`src/rtl/booth4_seq_mult_if.sv`:
```
// Handshake and operand/result bundle for the radix-4 Booth sequential multiplier.
// The host drives start and the operands; the multiplier returns busy, done and product.
interface booth4_seq_mult_if #(
    parameter int N = 8
);
    logic                  start;
    logic signed [N-1:0]   multiplicand;
    logic signed [N-1:0]   multiplier;
    logic                  busy;
    logic                  done;
    logic signed [2*N-1:0] product;

    modport master (
        output start, multiplicand, multiplier,
        input  busy, done, product
    );

    modport slave (
        input  start, multiplicand, multiplier,
        output busy, done, product
    );
endinterface

```
`src/rtl/booth4_seq_mult.sv`:
```
// Sequential signed radix-4 Booth multiplier.
// One bit-triplet of the multiplier is recoded per cycle; after N/2 iterations
// {acc[N-1:0], q} holds the exact 2N-bit two's-complement product.
module booth4_seq_mult #(
    parameter int N = 8
) (
    input  logic               clk,
    input  logic               rst,
    booth4_seq_mult_if.slave   bus
);
    localparam int CNT_W = $clog2(N / 2) + 1;
    localparam logic [CNT_W-1:0] LAST_ITER = CNT_W'(N / 2 - 1);

    typedef enum logic [1:0] {
        S_IDLE = 2'd0,
        S_RUN  = 2'd1,
        S_DONE = 2'd2
    } state_t;

    state_t                state_q, state_d;
    logic signed [N-1:0]   m_q, m_d;
    logic signed [N+1:0]   acc_q, acc_d;
    logic [N-1:0]          q_q, q_d;
    logic                  qm1_q, qm1_d;
    logic [CNT_W-1:0]      cnt_q, cnt_d;
    logic signed [2*N-1:0] prod_q, prod_d;

    logic signed [N+1:0]   addend;
    logic signed [N+1:0]   sum;
    logic signed [N+1:0]   acc_sh;
    logic [N-1:0]          q_sh;

    // Booth recoding of {q[1], q[0], q_m1} into 0, +-M or +-2M at accumulator width.
    // The two extra accumulator bits keep -(-2^(N-1)) and 2M representable.
    function automatic logic signed [N+1:0] booth_addend(input logic [2:0] sel,
                                                         input logic signed [N-1:0] m);
        logic signed [N+1:0] m1;
        logic signed [N+1:0] m2;
        m1 = {{2{m[N-1]}}, m};
        m2 = m1 <<< 1;
        case (sel)
            3'b001, 3'b010: booth_addend = m1;
            3'b011:         booth_addend = m2;
            3'b100:         booth_addend = ~m2 + (N+2)'(1);
            3'b101, 3'b110: booth_addend = ~m1 + (N+2)'(1);
            default:        booth_addend = '0;
        endcase
    endfunction

    // Registers: control and datapath state, all cleared by reset.
    always_ff @(posedge clk) begin
        if (rst) begin
            state_q <= S_IDLE;
            m_q     <= '0;
            acc_q   <= '0;
            q_q     <= '0;
            qm1_q   <= 1'b0;
            cnt_q   <= '0;
            prod_q  <= '0;
        end else begin
            state_q <= state_d;
            m_q     <= m_d;
            acc_q   <= acc_d;
            q_q     <= q_d;
            qm1_q   <= qm1_d;
            cnt_q   <= cnt_d;
            prod_q  <= prod_d;
        end
    end

    // Next-state logic: operand capture, one add-and-shift per RUN cycle, product capture on the last one.
    always_comb begin
        state_d = state_q;
        m_d     = m_q;
        acc_d   = acc_q;
        q_d     = q_q;
        qm1_d   = qm1_q;
        cnt_d   = cnt_q;
        prod_d  = prod_q;

        addend  = booth_addend({q_q[1:0], qm1_q}, m_q);
        sum     = acc_q + addend;
        // Arithmetic shift of {acc, q, q_m1} by two: acc sign fills the vacated MSBs.
        acc_sh  = sum >>> 2;
        q_sh    = {sum[1:0], q_q[N-1:2]};

        case (state_q)
            S_IDLE, S_DONE: begin
                if (bus.start) begin
                    state_d = S_RUN;
                    m_d     = bus.multiplicand;
                    acc_d   = '0;
                    q_d     = bus.multiplier;
                    qm1_d   = 1'b0;
                    cnt_d   = '0;
                end else begin
                    state_d = S_IDLE;
                end
            end
            S_RUN: begin
                acc_d = acc_sh;
                q_d   = q_sh;
                qm1_d = q_q[1];
                cnt_d = cnt_q + CNT_W'(1);
                if (cnt_q == LAST_ITER) begin
                    state_d = S_DONE;
                    prod_d  = {acc_sh[N-1:0], q_sh};
                end
            end
            default: state_d = S_IDLE;
        endcase
    end

    assign bus.busy    = (state_q == S_RUN);
    assign bus.done    = (state_q == S_DONE);
    assign bus.product = prod_q;

endmodule

```
`src/flat_wrapper.sv`:
```
// flat-port wrapper written by rule: the top's interface ports become plain ports
module booth4_seq_mult_flat 
#(
    parameter int N = 8
)
  (clk, rst, bus_start, bus_multiplicand, bus_multiplier, bus_busy, bus_done, bus_product);
  booth4_seq_mult_if #(.N(N)) bus_i ();
  input  logic clk;
  input  logic rst;
  input wire logic [$bits(bus_i.start)-1:0] bus_start;
  input wire logic [$bits(bus_i.multiplicand)-1:0] bus_multiplicand;
  input wire logic [$bits(bus_i.multiplier)-1:0] bus_multiplier;
  output wire logic [$bits(bus_i.busy)-1:0] bus_busy;
  output wire logic [$bits(bus_i.done)-1:0] bus_done;
  output wire logic [$bits(bus_i.product)-1:0] bus_product;
  assign bus_i.start = bus_start;
  assign bus_i.multiplicand = bus_multiplicand;
  assign bus_i.multiplier = bus_multiplier;
  assign bus_busy = bus_i.busy;
  assign bus_done = bus_i.done;
  assign bus_product = bus_i.product;
  booth4_seq_mult #(.N(N)) u_core (.clk(clk), .rst(rst), .bus(bus_i));
endmodule
```
`config.mk`:
```
export PLATFORM = sky130hd
export DESIGN_NAME = booth4_seq_mult_flat
export DESIGN_NICKNAME = d
export VERILOG_FILES = /design/src/rtl/booth4_seq_mult_if.sv /design/src/rtl/booth4_seq_mult.sv /design/src/flat_wrapper.sv
export SDC_FILE = /design/constraint.sdc
export NUM_CORES = 1
export LEC_CHECK = 0
export BUFFER_PORTS_ARGS = -buffer_cell sky130_fd_sc_hd__buf_2
export CORE_ASPECT_RATIO = 1.2
export CORE_MARGIN = 2
export CORE_UTILIZATION = 39
export CTS_BUF_LIST = sky130_fd_sc_hd__clkbuf_8
export DETAILED_ROUTE_END_ITERATION = 10
export PLACE_DENSITY = 0.57
export SETUP_SLACK_MARGIN = 0.4
export SYNTH_ARGS = -nofsm -noshare
export SYNTH_HDL_FRONTEND = slang
export SYNTH_SLANG_ARGS = --single-unit
```
`constraint.sdc`:
```
create_clock -name clk -period 3.9 [get_ports clk]
set_clock_uncertainty 0.2 [all_clocks]
set_input_delay 0.78 -clock clk [delete_from_list [all_inputs] [get_ports clk]]
set_output_delay 0.78 -clock clk [all_outputs]
set_load 0.01 [all_outputs]
```
After elaboration in Yosys (flattened, before gate mapping) --
Cells that the tools add are included.
Word-level totals: bits in registers 48, input port bits 19, output and inout port bits 18, logic and storage cells 44
Cells by class: add/sub/neg operators 4, equality and inequality tests 11, multiplexer cells 12, bitwise gates (word level) 2, reduce and logical (&&, ||, !) cells 8
Operator list (count):
- $pmux W10 S4 | 1
- $add A10 B2 Y10 const B | 2
- $pmux W10 S2 | 1
- $pmux W8 S2 | 1
- $add A10 B10 Y10 | 1
- $mux W10 | 1
- $not A8 Y10 | 1
- $not A9 Y10 | 1
- $eq A3 B2 Y1 const B | 3
- $eq A3 B3 Y1 const B | 3
- $mux W8 | 1
- $pmux W3 S2 | 1
- $reduce_and A2 Y1 | 3
- $reduce_or A2 Y1 | 3
- $pmux W2 S2 | 1
- $add A3 B1 Y3 const B | 1
- $eq A3 B1 Y1 const B | 1
- $mux W3 | 1
- $eq A2 B1 Y1 const B | 1
- $eq A2 B2 Y1 const B | 1
- $logic_not A2 Y1 | 1
- $mux W1 | 2
- $mux W2 | 1
- $ne A2 B1 Y1 const B | 1
- other kinds (3) | 3

Logic depth before layout (Yosys ltp) --
depth in word-level cells 5, mapped depth 15, gate-level depth less buffers 15

Least setup slack after synthesis --
OpenSTA, ideal clock, no wires.
path kind reg-to-reg, start register u_core.m_q[0], end register u_core.acc_q[8], library setup time 0.117 ns, arrival time 2.667 ns, data required time 3.583 ns, path slack 0.915 ns, stages on the path, launching flop included 14, buffers on the path 1, period minus slack after synthesis 2.985 ns, path through dfxtp_1 > or2_2 > buf_2 > o21ai_0 > xnor2_1 > a211oi_1 > o21ai_0 > ha_1 > nand3_1 > o22a_1 > or3_1 > and3b_1 > mux2i_1 > nand2_1
Between the ends: cells in the longest elaborated chain, start to end 5, elaborated cells on any way between the ends 7, those cells by class 3 x add/sub; 2 x mux; 2 x bitwise
Ends and longest elaborated chain:
- start, declared | RTL line booth4_seq_mult.sv:21 | logic signed [N-1:0] m_q, m_d;
- start signal, assigned | RTL line booth4_seq_mult.sv:62 | m_q <= m_d;
- $not A8 Y10 / $not A9 Y10 (equally long branches) | RTL line booth4_seq_mult.sv:45, booth4_seq_mult.sv:44
- $add A10 B2 Y10 (on tied branches) | RTL line booth4_seq_mult.sv:45, booth4_seq_mult.sv:44
- $pmux W10 S4 (*) | RTL line booth4_seq_mult.sv:41 | case (sel)
- $add A10 B10 Y10 (*) | RTL line booth4_seq_mult.sv:82 | sum = acc_q + addend;
- $pmux W10 S2 (*) | RTL line booth4_seq_mult.sv:87 | case (state_q)
- end signal, assigned | RTL line booth4_seq_mult.sv:55 | acc_q <= '0;
- end signal, assigned | RTL line booth4_seq_mult.sv:63 | acc_q <= acc_d;
- end, declared | RTL line booth4_seq_mult.sv:22 | logic signed [N+1:0] acc_q, acc_d;
Mark *: on every way between the ends. The rest lies on a longest branch, timed or not. A chain may end at the register's enable or synchronous reset.

Worst setup path after layout --
start register u_core.m_q[1], end register u_core.prod_q[15] (netlist: u_core.bus.product[15])
Between the ends: cells in the longest elaborated chain, start to end 4, elaborated cells on any way between the ends 6, those cells by class 3 x add/sub; 1 x mux; 2 x bitwise
Ends and longest elaborated chain:
- $not A8 Y10 / $not A9 Y10 (equally long branches) | RTL line booth4_seq_mult.sv:45, booth4_seq_mult.sv:44
- $add A10 B2 Y10 (on tied branches) | RTL line booth4_seq_mult.sv:45, booth4_seq_mult.sv:44
- $pmux W10 S4 (*) | RTL line booth4_seq_mult.sv:41
- $add A10 B10 Y10 (*) | RTL line booth4_seq_mult.sv:82
- end signal, assigned | RTL line booth4_seq_mult.sv:67 | prod_q <= prod_d;
- end, declared | RTL line booth4_seq_mult.sv:26 | logic signed [2*N-1:0] prod_q, prod_d;
Marks and branches as above.

==> results.tsv <==
stage	metric	value	unit
clocking	cts_buffers	5	
detailed_routing	drcViolationCount	0	
timing	worst_pin_slew	0.7685	ns
final_layout	area_delta_synth_final	10.71	%
setup_path	rrSetupSlack	0.65	ns
global_routing	grt_antenna_before_repair	0	
timing	setup_violations	0	
power_and_ir_drop	powerDensity	344.9	nW/µm²
final_layout	antenna_cells	0	
floorplanning	die_height	95.13	µm
detailed_routing	drt-wirelength-per-cell	14.50	µm
final_layout	drive_gt1_frac	0.1478	
detailed_routing	wirelength	6755	µm
timing	setup-tns-final	0	ns
global_routing	grt_max_degree	32	
hold_path	hold_depth	2	
detailed_routing	dr.pass1.iters	4	
timing	drv_slew	0	
placement	dp.final_hpwl	4931	µm
timing	fin_crit	3.249	ns
detailed_routing	vias	2499	
synthesis	ys_seq_elements	46	
clocking	clock_sinks	46	
placement	dpl.cell_count	458	
power_and_ir_drop	power_leakage	1.216	nW
placement	port_buffers	36	
setup_path	cp-end-kind	flip-flop	
hold_path	min_path_type	flip-flop to flip-flop	
flow_run	maxCapViolations	0	
timing	finalHoldViolations	0	
clocking	cts_tree	yes	
final_layout	fin_cells	466	
detailed_routing	via_per_inst	5.363	
timing	min_period_over_period	0.8332	
global_routing	grtUsageTotal	0.1882	
synthesis	post_synth_num_cell_types	45	
clocking	cts_hold_buf	0	
final_layout	n_fill_cell	709	
clocking	clk_latency	0.30	ns
power_and_ir_drop	fin_total_pwr	1.030	mW
run_status	status	finished clean	
setup_path	critPathMaxFanout	7	
global_routing	grt_first_pass_wirelength	11320	µm
placement	place_ws	0.4447	ns
clocking	cts-root-buf	clkbuf_8	
timing	slew_headroom	0.4877	
timing	setup_ws	0.6505	ns
floorplanning	start_util	0.3986	
floorplanning	die_area	7604	µm²
power_and_ir_drop	vdd_drop_max	0.1714	mV
floorplanning	fp.dieW	79.94	µm
setup_path	cp-start-kind	flip-flop	
setup_path	critical_path_arrival	3.25	ns
placement	place_congestion	0.8797	
timing	rsz0062_at_grt	no	
setup_path	rr_worst_depth	12	
synthesis	seq_area_frac_synth	0.3412	
timing	max_freq	0.3077	GHz
synthesis	yosysWarningCount	0	
synthesis	syn_avg_cell_area	7.602	µm²
clocking	cts_max_path_buffers	2	
final_layout	finalNetCount	410	
detailed_routing	dr.first_iter.drc_count	134	
floorplanning	row_count	33	
clocking	cts_htree_levels	2	
synthesis	syn-num-nets	387	
setup_path	worstPathRequired	3.90	ns
setup_path	path_class	flip-flop to flip-flop	
synthesis	syn-instance-count	355	
floorplanning	ioPinCount	37	
global_routing	first_global_vias	2287	
synthesis	syn_area	2699	µm²
floorplanning	core_region_area	6771	µm²
clocking	clkSlewWorstSetupHoldPaths	0.09	ns
detailed_routing	drtAntennaViolNets	0	
global_routing	overflow	0	
==> metrics by stage <==
stage | area (µm²) | hold slack (ns) | utilization
global route | 2988 | 0.2800 | 0.4412
floorplan | 2699 | 0.2451 | -
detailed placement | 2892 | 0.2461 | 0.4270
global placement | 2892 | 0.2427 | 0.4270
CTS | 2978 | 0.2603 | 0.4398
finish | 2988 | 0.2560 | 0.4412
==> per-layer routing <==
| metal | global-route usage | up-vias | part of all wire |
|---|---|---|---|
| li1 | - | 1269 | - |
| met1 | 0.2363 | 1178 | 0.44 |
| met2 | 0.3236 | 40 | 0.51 |
| met3 | 0.03693 | 12 | 0.037 |
| met4 | 0.05932 | 0 | 0.018 |
| met5 | 0 | - | 0 |
==> worst max-delay path, stage by stage (launching register included) <==
cell,delay (ns)
dfxtp_1,0.37
or2_2,0.39
o21ai_1,0.17
xnor2_1,0.12
a211oi_1,0.25
o21ai_0,0.17
ha_1,0.38
nand3_1,0.09
o22a_1,0.23
or3_1,0.41
and3_1,0.17
mux2i_1,0.13
nand2_1,0.08
==> flip-flops by register name (all words and copies together), names as in the netlist <==
signal,count
u_core.q_q,8
u_core.state_q,2
u_core.cnt_q,3
u_core.bus.product,16
u_core.qm1_q,1
u_core.acc_q,8
u_core.m_q,8
==> what timing repair did <==
action                                  in CTS  in global routing
endpoints found under the hold margin        0                  0
endpoints found under the setup margin       0                  6
buffers inserted                             0                  0
gates resized for setup                      0                  4
==> area by class of cell <==
class / count / area, µm² / area share
Inverter: 11 / 41.29 / 0.01382
Timing Repair Buffer: 40 / 210.2 / 0.07035
Sequential cell: 46 / 923.4 / 0.3090
Multi-Input combinational cell: 274 / 1618 / 0.5415
Clock buffer: 5 / 68.82 / 0.02303
Tap cell: 87 / 108.9 / 0.03643
Clock inverter: 3 / 17.52 / 0.005863
==> final timing paths <==
| kind | start | to |
|---|---|---|
| worst max-delay path | u_core.m_q[1] | u_core.bus.product[15] |
| worst min-delay path | u_core.bus.product[8] | u_core.bus.product[8] |
| worst max register to register | u_core.m_q[1] | u_core.bus.product[15] |
| worst min register to register | u_core.bus.product[8] | u_core.bus.product[8] |
==> layout by cell type (no fill, tap or decap), types with 2 or more instances in the layout <==
master	netlist	layout
nor2b_1	5	5
nor2_1	38	38
or3_1	2	2
o21a_1	2	2
a21boi_0	2	2
mux2i_1	3	3
a31oi_1	2	2
dfxtp_2	0	2
nand2b_1	8	8
a311oi_1	7	7
nand4b_1	2	2
a21o_1	2	2
o22a_1	2	2
a22oi_1	7	7
buf_2	5	36
a221oi_1	5	5
xnor2_1	10	10
nand2_1	76	76
a21oi_1	36	36
nor4_4	2	2
nand3_1	6	6
xor2_1	4	4
nand3b_1	2	2
ha_1	12	12
inv_1	11	12
clkbuf_8	0	5
and2_1	4	4
buf_4	2	4
a211oi_1	4	4
dfxtp_1	46	44
o21ai_0	17	16
nor3_1	2	2
==> cell usage after synthesis, drive strengths merged <==
| cell | count | area (µm²) |
|---|---|---|
| nand2 | 76 | 285.3 |
| dfxtp | 46 | 920.9 |
| nor2 | 38 | 142.6 |
| a21oi | 36 | 180.2 |
| o21ai | 17 | 85.08 |
| buf | 12 | 81.32 |
| clkbuf | 12 | 45.04 |
| ha | 12 | 150.1 |
| inv | 11 | 41.29 |
| xnor2 | 10 | 87.58 |
| nand2b | 9 | 58.81 |
| a22oi | 7 | 52.55 |
| a311oi | 7 | 61.31 |
| a221oi | 6 | 58.80 |
| nand3 | 6 | 30.03 |
| nor2b | 5 | 31.28 |
| a211oi | 4 | 30.03 |
| and2 | 4 | 25.02 |
| xor2 | 4 | 35.03 |
| mux2i | 3 | 30.03 |
| nor4 | 3 | 48.80 |
| a21boi | 2 | 15.01 |
| a21o | 2 | 15.01 |
| a31oi | 2 | 12.51 |
| nand3b | 2 | 15.01 |
| nand4b | 2 | 17.52 |
| nor3 | 2 | 10.01 |
| o21a | 2 | 15.01 |
| o22a | 2 | 17.52 |
| or3 | 2 | 12.51 |
| a32o | 1 | 10.01 |
| and3 | 1 | 6.260 |
| and3b | 1 | 8.760 |
| fa | 1 | 20.02 |
| mux2 | 1 | 11.26 |
| nor3b | 1 | 7.510 |
| o32ai | 1 | 8.760 |
| o41ai | 1 | 8.760 |
| or2 | 1 | 6.260 |
==> report_power, final <==
group          internal (mW)  switching (mW)
Combinational         0.0929           0.134
Sequential             0.489          0.0284
Clock                  0.124           0.162
Total                  0.706           0.324
==> cell families after synthesis <==
| group | after synthesis | synth area share |
|---|---|---|
| AND/OR/NAND/NOR | 153 | 0.2615 |
| buffers and inverters | 35 | 0.06212 |
| XOR/XNOR | 14 | 0.04543 |
| AO/OA/AOI/OAI | 90 | 0.2114 |
| adder cells (fa/ha/maj) | 13 | 0.06305 |
| flip-flops | 46 | 0.3412 |
| multiplexers | 4 | 0.01530 |
(Power assumes the default switching activity.)
